## config.mk

```make
export PLATFORM = sky130hd
export DESIGN_NAME = demux_1to8_deframer_flat
export DESIGN_NICKNAME = d
export VERILOG_FILES = /design/src/rtl/demux_1to8_deframer_if.sv /design/src/rtl/demux_1to8_deframer.sv /design/src/flat_wrapper.sv
export SDC_FILE = /design/constraint.sdc
export NUM_CORES = 1
export LEC_CHECK = 0
export CAP_MARGIN = 20
export CORE_ASPECT_RATIO = 0.7
export CORE_UTILIZATION = 44
export CTS_CLUSTER_DIAMETER = 30
export CTS_CLUSTER_SIZE = 28
export DETAILED_ROUTE_END_ITERATION = 12
export PLACE_DENSITY = 0.76
export SKIP_LAST_GASP = 1
export SLEW_MARGIN = 20
export SYNTH_ARGS = -nofsm -noshare
export SYNTH_HDL_FRONTEND = slang
export SYNTH_SLANG_ARGS = --single-unit
export TNS_END_PERCENT = 1
```

## constraint.sdc

```tcl
create_clock -name clk -period 1.59 [get_ports clk]
set_input_delay 0.159 -clock clk [delete_from_list [all_inputs] [get_ports clk]]
set_output_delay 0.159 -clock clk [all_outputs]
set_load 0.01 [all_outputs]
```

## src/rtl/demux_1to8_deframer_if.sv

```systemverilog
// Serial-in / parallel-out bus of the TDM deframer.
// The master drives the serial stream and the slave returns the recovered word.
interface demux_1to8_deframer_if #(
  parameter int N_CH  = 8,
  parameter int SEL_W = 3
);
  logic             din;
  logic             din_valid;
  logic             din_sync;
  logic [N_CH-1:0]  dout;
  logic             dout_valid;
  logic             frame_err;
  logic [SEL_W-1:0] ch_sel;
  logic             busy;

  modport master (
    output din, din_valid, din_sync,
    input  dout, dout_valid, frame_err, ch_sel, busy
  );

  modport slave (
    input  din, din_valid, din_sync,
    output dout, dout_valid, frame_err, ch_sel, busy
  );
endinterface

```

## src/rtl/demux_1to8_deframer.sv

```systemverilog
// TDM deframer: collects one serial bit per slot after a sync marker and
// presents the completed N_CH-bit frame with a one-cycle valid pulse.
module demux_1to8_deframer #(
  parameter int N_CH  = 8,
  parameter int SEL_W = 3
) (
  input logic                  clk,
  input logic                  rst_n,
  demux_1to8_deframer_if.slave bus
);
  localparam logic [0:0]       ST_IDLE   = 1'b0;
  localparam logic [0:0]       ST_RECV   = 1'b1;
  localparam logic [SEL_W-1:0] SLOT_LAST = SEL_W'(N_CH - 1);
  localparam logic [SEL_W-1:0] SLOT_ONE  = SEL_W'(1);

  logic [0:0]       state_r, state_s;
  logic [SEL_W-1:0] slot_r, slot_s;
  // The last slot goes straight into dout, so shadow only holds slots 0..N_CH-2.
  logic [N_CH-2:0]  shadow_r, shadow_s;
  logic [N_CH-1:0]  dout_r, dout_s;
  logic             dout_valid_r, dout_valid_s;
  logic             frame_err_r, frame_err_s;

  // Next-state logic: nothing moves unless din_valid qualifies the slot.
  always_comb begin
    state_s      = state_r;
    slot_s       = slot_r;
    shadow_s     = shadow_r;
    dout_s       = dout_r;
    dout_valid_s = 1'b0;
    frame_err_s  = 1'b0;
    if (bus.din_valid) begin
      case (state_r)
        ST_IDLE: begin
          if (bus.din_sync) begin
            shadow_s[0] = bus.din;
            slot_s      = SLOT_ONE;
            state_s     = ST_RECV;
          end else begin
            state_s = ST_IDLE;
          end
        end
        ST_RECV: begin
          if (bus.din_sync) begin
            // A sync inside a frame abandons it and restarts at slot 0.
            frame_err_s = 1'b1;
            shadow_s[0] = bus.din;
            slot_s      = SLOT_ONE;
          end else if (slot_r == SLOT_LAST) begin
            dout_s       = {bus.din, shadow_r};
            dout_valid_s = 1'b1;
            slot_s       = '0;
            state_s      = ST_IDLE;
          end else begin
            shadow_s[slot_r] = bus.din;
            slot_s           = slot_r + SLOT_ONE;
          end
        end
        default: begin
          state_s = ST_IDLE;
          slot_s  = '0;
        end
      endcase
    end else begin
      state_s = state_r;
    end
  end

  // State and output registers; reset discards any partial frame and clears dout.
  always_ff @(posedge clk or negedge rst_n) begin
    if (!rst_n) begin
      state_r      <= ST_IDLE;
      slot_r       <= '0;
      shadow_r     <= '0;
      dout_r       <= '0;
      dout_valid_r <= 1'b0;
      frame_err_r  <= 1'b0;
    end else begin
      state_r      <= state_s;
      slot_r       <= slot_s;
      shadow_r     <= shadow_s;
      dout_r       <= dout_s;
      dout_valid_r <= dout_valid_s;
      frame_err_r  <= frame_err_s;
    end
  end

  assign bus.dout       = dout_r;
  assign bus.dout_valid = dout_valid_r;
  assign bus.frame_err  = frame_err_r;
  assign bus.ch_sel     = slot_r;
  assign bus.busy       = (state_r == ST_RECV);
endmodule

```

## src/flat_wrapper.sv

```systemverilog
// flat-port wrapper written by rule: the top's interface ports become plain ports
module demux_1to8_deframer_flat 
#(
  parameter int N_CH  = 8,
  parameter int SEL_W = 3
)
  (clk, rst_n, bus_din, bus_din_valid, bus_din_sync, bus_dout, bus_dout_valid, bus_frame_err, bus_ch_sel, bus_busy);
  demux_1to8_deframer_if #(.N_CH(N_CH), .SEL_W(SEL_W)) bus_i ();
  input logic clk;
  input logic rst_n;
  input wire logic [$bits(bus_i.din)-1:0] bus_din;
  input wire logic [$bits(bus_i.din_valid)-1:0] bus_din_valid;
  input wire logic [$bits(bus_i.din_sync)-1:0] bus_din_sync;
  output wire logic [$bits(bus_i.dout)-1:0] bus_dout;
  output wire logic [$bits(bus_i.dout_valid)-1:0] bus_dout_valid;
  output wire logic [$bits(bus_i.frame_err)-1:0] bus_frame_err;
  output wire logic [$bits(bus_i.ch_sel)-1:0] bus_ch_sel;
  output wire logic [$bits(bus_i.busy)-1:0] bus_busy;
  assign bus_i.din = bus_din;
  assign bus_i.din_valid = bus_din_valid;
  assign bus_i.din_sync = bus_din_sync;
  assign bus_dout = bus_i.dout;
  assign bus_dout_valid = bus_i.dout_valid;
  assign bus_frame_err = bus_i.frame_err;
  assign bus_ch_sel = bus_i.ch_sel;
  assign bus_busy = bus_i.busy;
  demux_1to8_deframer #(.N_CH(N_CH), .SEL_W(SEL_W)) u_core (.clk(clk), .rst_n(rst_n), .bus(bus_i));
endmodule
```

==> results of run 1 <==
[cell type report]
| cell class | instances | area, µm² | share of cell area [%] |
|---|---|---|---|
| clock inverters | 1 | 5.00 | 0.405 |
| flip-flops and latches | 21 | 528 | 42.7 |
| repair buffers | 26 | 255 | 20.6 |
| multi-input cells | 41 | 394 | 31.9 |
| well taps | 22 | 27.5 | 2.23 |
| clock buffers | 3 | 22.5 | 1.82 |
| inverters | 1 | 3.75 | 0.304 |
[per-layer routing]
metal	part of all wire (%)	vias to the layer above	track usage, %
met5	0	-	0
met4	0.47	0	7.93
met3	6.9	2	8.06
met2	45	22	29.8
met1	48	300	23.5
li1	-	298	-
[flip-flops by register name, indices dropped and copies added (netlist names)]
name / count
u_core.shadow_r: 7
u_core.bus.ch_sel: 3
u_core.bus.frame_err: 1
u_core.bus.dout: 8
u_core.bus.busy: 1
u_core.bus.dout_valid: 1
[worst paths after layout]
kind,end,slack (ns),cells after the start
max,u_core.shadow_r[0],0.006,5
min,u_core.bus.dout_valid,0.17,2
max reg2reg,u_core.shadow_r[0],0.006,5
min reg2reg,u_core.shadow_r[5],0.50,1
max in group asynchronous,u_core.bus.ch_sel[1],1.18,2
min in group clk,u_core.shadow_r[5],0.50,1
[what timing repair did]
| action | in CTS | in global routing |
|---|---|---|
| endpoints found under the setup margin | 1 | 5 |
| buffers inserted | 1 | 0 |
| pin swaps | 3 | 0 |
| hold endpoints to repair | 0 | 0 |
| gates resized for setup | 2 | 1 |
[synthesized netlist by cell type]
| cell type | count |
|---|---|
| dfrtp_1 | 21 |
| mux2_2 | 11 |
| a22o_1 | 3 |
| mux2_1 | 3 |
| nand2_1 | 3 |
| nand3_1 | 3 |
| ha_1 | 2 |
| nand4_1 | 2 |
| nand4b_1 | 2 |
| nor2_1 | 2 |
| o311ai_1 | 2 |
| and3_1 | 1 |
| and3b_1 | 1 |
| and4bb_2 | 1 |
| buf_4 | 1 |
| buf_6 | 1 |
| inv_1 | 1 |
| mux2i_1 | 1 |
| nand2_4 | 1 |
| nand2b_1 | 1 |
| o21ai_0 | 1 |
| or3_1 | 1 |
[through the flow]
step                setup WS [ns]  util, %
floorplan                 -0.0284        -
global placement           0.0189     62.2
detailed placement      -0.000729     62.2
CTS                      -0.00808     65.4
global route              -0.0645     65.5
finish                    0.00559     65.5
[power by group through the flow]
stage / clock (mW) / combinational (mW) / sequential (mW)
6_report: 0.258 / 0.428 / 0.734
5_1_grt: 0.296 / 0.466 / 0.757
4_1_cts: 0.263 / 0.432 / 0.737
3_5_place_dp: 0 / 0.410 / 0.746
3_3_place_gp: 0 / 0.400 / 0.739
2_1_floorplan: 0 / 0.176 / 0.771
[kinds of logic (layout without fill, tap and decap cells)]
group | after synthesis | count (layout) | synth area share (%)
compound gates | 6 | 6 | 5.39
mux | 15 | 15 | 18.5
fa+ha+maj | 2 | 2 | 2.77
flops | 21 | 21 | 58.1
simple gates | 18 | 18 | 12.7
buf+inv | 3 | 31 | 2.49
==> flow_summary_export.csv, run 1 <==
group,metric,value,unit
power_and_ir_drop,p_per_area,1150,nW/µm²
cells_and_area,layout-drive-gt1-share,33.3,%
die,rows,13,
die,start_util,47.9,%
timing,layout_min_cycle_time,1.58,ns
die,die_h,39.9,µm
timing,period_share,99.6,%
timing,slew_violations,0,
cells_and_area,stdcell_area,1240,µm²
logic_synthesis,synth-seq-cells,21,
clock_network,cts_tree,"yes",
cells_and_area,syn_to_final_growth,36.7,%
detailed_routing,drc,0,
detailed_routing,avgViaCountPerCell,5.41,
power_and_ir_drop,swShare,28.5,%
timing,slew-limit-headroom,70.6,%
logic_synthesis,postSynthAreaPerCell,13.9,µm²
timing,skew,0.00877,ns
worst_setup_path,crit_start,"u_core.bus.ch_sel[1]",
timing,clock.fmax,631,MHz
clock_network,cts_buffer_depth,2,
logic_synthesis,syn_area,905,µm²
detailed_routing,firstDrtPassIters,4,
clock_network,numCtsBuffers,3,
hold_path,hold_path_class,"input port to asynchronous set/reset pin",
worst_setup_path,critPathCaptureType,"register",
logic_synthesis,ys_seq_area_share,58.1,%
place,dp_hpwl,1.16,mm
clock_network,cts-htree-levels,1,
worst_setup_path,cp.required,1.79,ns
power_and_ir_drop,pwr-share-seq,51.7,%
worst_setup_path,cp_slowest_stage_delay,0.44,ns
power_and_ir_drop,combPwrFrac,30.1,%
clock_network,numClockSinks,21,
clock_network,root_buffer,"clkbuf_4",
die,die_w,56.2,µm
cells_and_area,instances_no_fill,115,
worst_setup_path,crit_top_cell,"ha_4",
worst_setup_path,start_kind,"register",
timing,hold_violations,0,
worst_setup_path,path_max_fanout,3,
logic_synthesis,synth_area_leaders,"dfrtp_1 58%, mux2_2 14%, mux2_1 3.7%",
logic_synthesis,synth_cell_types,22,
detailed_routing,vias,622,
global_route,grt_max_degree,22,
place,post_dp_cell_area,1170,µm²
logic_synthesis,syn-num-nets,72,
timing,rsz0062_at_grt,"true",
cells_and_area,diodes,0,
cells_and_area,n_fill_cell,155,
die,pin_count,19,
worst_setup_path,r2r-start,"u_core.bus.ch_sel[1]",
clock_network,hold_buffers,0,
logic_synthesis,synth_top_area_cell,"dfrtp_1",
die,fp.coreArea,1890,µm²
run,cap_violations,0,
worst_setup_path,crit_family,"flip-flops",
timing,finalSetupTns,0,ns
logic_synthesis,syn_inst,65,
timing,finalSetupViolCount,0,
power_and_ir_drop,p_leak,0.580,nW
worst_setup_path,crit_type,"register to register",
power_and_ir_drop,power_frac_clock,18.2,%
power_and_ir_drop,ir_worst_vdd,0.000859,V
worst_setup_path,critPathArrivalTime,1.78,ns
global_route,overflow,0,
global_route,antenna_found_initial,0,
place,placed_cells,110,
detailed_routing,drt_iter0_drc,7,
timing,holdWs,0.171,ns
worst_setup_path,crit_buf_inv,0,
cells_and_area,nNetsFinal,101,
place,numPortBuffers,18,
place,place.gp.congestion,0.708,
worst_setup_path,cp_cell_sequence,"ha_4 -> ha_4 -> or3_4 -> o311ai_2 -> o311ai_1",
global_route,grt_pass1_vias,590,
power_and_ir_drop,finalPower,1.42,mW
power_and_ir_drop,internal_power,1.02,mW
cells_and_area,mostFrequentLayoutCell,"dfrtp_1",
logic_synthesis,synth_top_area_share,58.1,%
die,die_area,2240,µm²
cells_and_area,mostFrequentLayoutCells,"19 x dfrtp_1, 17 x clkdlybuf4s50_1, 11 x mux2_2",
logic_synthesis,yosysWarnings,0,
detailed_routing,wl,1.69,mm
detailed_routing,wl_per_cell,14.7,µm
global_route,grt_usage,18.8,%
clock_network,clk_latency,0.31,ns
clock_network,path_clk_slew,0.12,ns
global_route,grt_pass1_wl,2.93,mm
timing,tightest_slew,0.436,ns
power_and_ir_drop,switchingPower,0.404,mW
detailed_routing,antenna_left,0,
worst_setup_path,slowest_stage,"dfrtp_2",
status,status,"complete, no violations",
(Power assumes the default switching activity.)
==> run 2, diff against run 1 <==
GPL_TIMING_DRIVEN = 0   (was unset)
==> run 2 against run 1 <==
The flow now finishes with violations (negative setup slack); final cell count is 1.7% lower; register-to-register slack hardly changed; global-route usage is 2.3 points lower; critical path type unchanged; critical endpoint unchanged.
==> flow_summary_export.csv, run 2 (same netlist as run 1, synthesis figures left out) <==
group,metric,value,unit
timing,tightest_slew,0.918,ns
cells_and_area,instances_no_fill,113,
status,violations,"negative setup slack",
cells_and_area,nNetsFinal,99,
worst_setup_path,r2r-start,"u_core.bus.ch_sel[1]",
detailed_routing,vias,615,
global_route,busiest_layer,"met2",
place,post_dp_cell_area,1130,µm²
cells_and_area,syn_to_final_growth,33.9,%
power_and_ir_drop,ir_worst_vdd,0.000795,V
place,place.gp.congestion,0.686,
timing,rsz0062_at_grt,"true",
hold_path,hold_path_depth,2,
cells_and_area,fin_util,64.2,%
die,fp.coreArea,1890,µm²
worst_setup_path,crit_type,"register to register",
die,start_util,47.9,%
die,die_h,39.9,µm
worst_setup_path,reg2regPathDepth,5,
timing,slew-limit-headroom,38.6,%
timing,slew_violations,0,
hold_path,hold_end,"u_core.bus.busy",
cells_and_area,mostFrequentLayoutCells,"18 x dfrtp_1, 17 x clkdlybuf4s50_1, 11 x mux2_2",
cells_and_area,largest_reg_flops,8,
cells_and_area,diodes,0,
worst_setup_path,crit_buf_inv,0,
hold_path,hold_path_class,"input port to register",
clock_network,root_buffer,"clkbuf_4",
hold_path,hold_start,"bus_din_valid",
place,placed_cells,104,
detailed_routing,antenna_left,0,
worst_setup_path,reg2reg_slack,-0.008,ns
cells_and_area,layout-drive-gt1-share,35.2,%
die,pin_count,19,
worst_setup_path,start_kind,"register",
timing,period_share,101,%
clock_network,hold_buffers,0,
worst_setup_path,cp_cell_sequence,"ha_4 -> ha_4 -> or3_4 -> o311ai_2 -> o311ai_1",
worst_setup_path,cp_slowest_stage_delay,0.44,ns
die,die_w,56.2,µm
global_route,grt_pass1_vias,526,
cells_and_area,stdcell_area,1210,µm²
cells_and_area,mostFrequentLayoutCell,"dfrtp_1",
detailed_routing,avgViaCountPerCell,5.44,
detailed_routing,firstDrtPassIters,4,
timing,skew,0.00840,ns
clock_network,numClockSinks,21,
power_and_ir_drop,p_leak,0.563,nW
timing,clock.fmax,626,MHz
clock_network,clk_latency,0.31,ns
worst_setup_path,crit_top_cell,"ha_4",
place,place_ws,-0.129,ns
timing,hold_violations,0,
place,numPortBuffers,17,
run,cap_violations,0,
timing,holdWs,0.137,ns
clock_network,cts_buffer_depth,2,
worst_setup_path,critPathCaptureType,"register",
worst_setup_path,critPathArrivalTime,1.78,ns
worst_setup_path,r2r_end,"u_core.shadow_r[0]",
global_route,use_met3,7.10,%
place,dp_hpwl,1.14,mm
worst_setup_path,path_max_fanout,3,
timing,layout_min_cycle_time,1.60,ns
clock_network,cts_tree,"yes",
power_and_ir_drop,finalPower,1.41,mW
global_route,grtUsageMet2,23.8,%
worst_setup_path,cp.required,1.77,ns
clock_network,path_clk_slew,0.12,ns
die,die_area,2240,µm²
detailed_routing,drt_iter0_drc,1,
detailed_routing,wl,1.64,mm
global_route,grt_usage,16.5,%
power_and_ir_drop,p_per_area,1170,nW/µm²
timing,fin_ws,-0.00811,ns
status,status,"finished with violations",
die,rows,13,
detailed_routing,drc,0,
global_route,grt_pass1_wl,2.55,mm
clock_network,cts-htree-levels,1,
worst_setup_path,crit_family,"flip-flops",
global_route,overflow,0,
timing,finalSetupViolCount,1,
global_route,antenna_found_initial,0,
clock_network,numCtsBuffers,3,
detailed_routing,wl_per_cell,14.5,µm
global_route,grtUsageMet1,21.9,%
global_route,grt_max_degree,22,
worst_setup_path,slowest_stage,"dfrtp_2",
timing,finalSetupTns,-0.00811,ns
run 2: metal layers:
layer	vias up	part of all wire (%)
met2	19	46
met5	-	0
li1	291	-
met1	305	49
met4	0	0
met3	0	4.8
run 2: worst register-to-register path, stage by stage, from the launching register on:
cell      delay, ns
dfrtp_2        0.44
ha_4           0.17
ha_4           0.15
or3_4          0.33
o311ai_2       0.25
o311ai_1       0.15
run 2: area by class of cell:
class                           instances  area (µm²)
Multi-Input combinational cell         41         397
Buffer                                  2        18.8
Clock inverter                          1        5.00
Fill cell                             160         676
Tap cell                               22        27.5
Timing Repair Buffer                   22         208
Inverter                                1        3.75
Sequential cell                        21         529
Clock buffer                            3        22.5
run 2: how the worst max path moves through the flow:
stage | from | endpoint | slack (ns) | depth (start not counted)
final | u_core.bus.ch_sel[1] | u_core.shadow_r[0] | -0.008 | 5
after global routing | u_core.bus.ch_sel[1] | u_core.shadow_r[0] | -0.04 | 5
after CTS | u_core.bus.ch_sel[1] | u_core.shadow_r[0] | -0.03 | 5
after detailed placement | bus_din_sync | u_core.bus.dout[7] | -0.13 | 5
after global placement | bus_din_sync | u_core.bus.dout[4] | -0.08 | 5
after floorplan | u_core.bus.ch_sel[0] | u_core.shadow_r[0] | -0.03 | 5
run 2: where the power goes:
group	switching (mW)	total [mW]	internal, mW	leakage, nW
registers	0.0796	0.740	0.660	0.269
logic	0.164	0.421	0.257	0.276
clock network	0.160	0.254	0.0939	0.0177
run 2: timing repair:
action                                  CTS  global route
resized for setup                         2             2
setup buffers                             5             0
pin swaps                                 3             0
endpoints found under the setup margin    2             8
==> run 3, diff against run 2 <==
SKIP_LAST_GASP = unset   (was 1)
==> run 3 against run 2 <==
Combinational power about the same; maximum frequency increased by 1.9%; non-clock buffer count stayed put; sequential share of layout area down 0.090 points; total power fell by 0.19%; critical endpoint is now u_core.shadow_r[5]; final cell count unchanged; sequential power hardly changed; worst setup slack better by 0.030 ns; clock skew shrank 0.0021 ns; critical path depth up 1; first-iteration DRC count rose to 3.0 times the previous value; hold slack lost 0.0029 ns; the run now ends clean.
==> flow_summary_export.csv, run 3 (same netlist as run 1, synthesis figures left out) <==
group,metric,value,unit
status,status,"complete, no violations",
cells_and_area,diodes,0,
global_route,overflow,0,
global_route,grtUsageMet1,21.9,%
clock_network,clk_latency,0.31,ns
detailed_routing,drt_iter0_drc,3,
cells_and_area,syn_to_final_growth,34.2,%
run,cap_violations,0,
place,place.gp.congestion,0.686,
global_route,busiest_layer,"met2",
cells_and_area,mostFrequentLayoutCell,"dfrtp_1",
power_and_ir_drop,p_per_area,1160,nW/µm²
detailed_routing,avgViaCountPerCell,5.42,
hold_path,hold_path_class,"input port to register",
cells_and_area,largest_reg_flops,8,
timing,slew-limit-headroom,38.9,%
global_route,grtUsageMet2,23.8,%
timing,fin_ws,0.0218,ns
detailed_routing,wl_per_cell,14.4,µm
cells_and_area,mostFrequentLayoutCells,"18 x dfrtp_1, 16 x clkdlybuf4s50_1, 11 x mux2_2",
worst_setup_path,cp.required,1.79,ns
die,rows,13,
timing,clock.fmax,638,MHz
worst_setup_path,critPathCaptureType,"register",
timing,hold_violations,0,
cells_and_area,layout-drive-gt1-share,35.2,%
detailed_routing,firstDrtPassIters,4,
power_and_ir_drop,p_leak,0.577,nW
timing,layout_min_cycle_time,1.57,ns
clock_network,numClockSinks,21,
global_route,grt_max_degree,22,
clock_network,cts-htree-levels,1,
worst_setup_path,start_kind,"register",
clock_network,root_buffer,"clkbuf_4",
place,place_ws,-0.129,ns
detailed_routing,vias,613,
cells_and_area,nNetsFinal,99,
clock_network,hold_buffers,0,
timing,slew_violations,0,
die,start_util,47.9,%
detailed_routing,antenna_left,0,
die,die_area,2240,µm²
power_and_ir_drop,ir_worst_vdd,0.000795,V
global_route,grt_pass1_wl,2.55,mm
global_route,use_met3,7.10,%
detailed_routing,drc,0,
worst_setup_path,cp_cell_sequence,"ha_4 -> ha_4 -> buf_4 -> nor2_1 -> nand4_1 -> mux2_1",
place,dp_hpwl,1.14,mm
global_route,antenna_found_initial,0,
die,pin_count,19,
global_route,grt_usage,16.5,%
timing,skew,0.00633,ns
timing,tightest_slew,0.913,ns
worst_setup_path,slowest_stage,"dfrtp_2",
timing,period_share,98.6,%
clock_network,numCtsBuffers,3,
worst_setup_path,path_max_fanout,3,
clock_network,path_clk_slew,0.12,ns
timing,finalSetupViolCount,0,
worst_setup_path,cp_slowest_stage_delay,0.44,ns
die,fp.coreArea,1890,µm²
timing,rsz0062_at_grt,"true",
clock_network,cts_buffer_depth,2,
timing,holdWs,0.134,ns
detailed_routing,wl,1.63,mm
clock_network,cts_tree,"yes",
die,die_h,39.9,µm
die,die_w,56.2,µm
worst_setup_path,crit_top_cell,"ha_4",
global_route,grt_pass1_vias,526,
worst_setup_path,crit_type,"register to register",
place,numPortBuffers,17,
worst_setup_path,critPathArrivalTime,1.77,ns
-- run 3: changes by cell type in the layout (fill, tap and decap cells not counted) --
cell,previous run,this run
clkdlybuf4s50_1,17,16
dlymetal6s2s_1,0,1
-- run 3: worst max-delay path: cells and delay by family (launching register included) --
| kind | cells | cell delay, ns |
|---|---|---|
| adder cells (fa/ha/maj) | 2 | 0.32 |
| flip-flops | 1 | 0.44 |
| buffers and inverters | 1 | 0.13 |
| AND/OR/NAND/NOR | 2 | 0.25 |
| multiplexers | 1 | 0.33 |
-- run 3: what timing repair did --
action | CTS | global route
buffers inserted | 5 | 0
gates resized for setup | 3 | 2
pin swaps | 3 | 3
setup endpoints to repair | 2 | 7
-- run 3: power breakdown --
part / internal (mW) / switching, mW / total [mW]
Sequential: 0.660 / 0.0796 / 0.740
Clock: 0.0940 / 0.160 / 0.254
Combinational: 0.255 / 0.162 / 0.418
Total: 1.01 / 0.402 / 1.41
-- run 3: area by class of cell --
cell class	count	area, µm²
Tap cell	22	27.5
Sequential cell	21	529
Inverter	1	3.75
Buffer	2	18.8
Multi-Input combinational cell	41	397
Timing Repair Buffer	22	210
Fill cell	159	673
Clock inverter	1	5.00
Clock buffer	3	22.5
-- run 3: stage by stage --
stage	power, mW	setup TNS [ns]	cells	utilization [%]	instance area [µm²]
final	1.41	0	113	64.3	1210
after global routing	1.50	-0.0604	113	64.3	1210
after CTS	1.43	-0.0291	113	64.1	1210
after detailed placement	1.14	-1.22	104	59.9	1130
after global placement	1.11	-0.772	104	59.9	1130
after floorplan	0.947	-0.0284	65	-	932
-- run 3: path summary, 6_finish.rpt --
check | start | end | slack [ns] | cells after the start
hold reg to reg | u_core.shadow_r[1] | u_core.shadow_r[1] | 0.51 | 1
setup / recovery | u_core.bus.ch_sel[1] | u_core.shadow_r[5] | 0.02 | 6
hold / removal | bus_din_valid | u_core.bus.busy | 0.13 | 2
setup reg to reg | u_core.bus.ch_sel[1] | u_core.shadow_r[5] | 0.02 | 6
max in group asynchronous | rst_n | u_core.bus.ch_sel[2] | 0.62 | 1
min in group asynchronous | rst_n | u_core.bus.dout[1] | 0.35 | 1
-- run 3: metal layers --
layer | up-vias | part of all wire [%]
li1 | 292 | -
met1 | 301 | 48
met2 | 18 | 47
met3 | 2 | 5.0
met4 | 0 | 0.49
met5 | - | 0
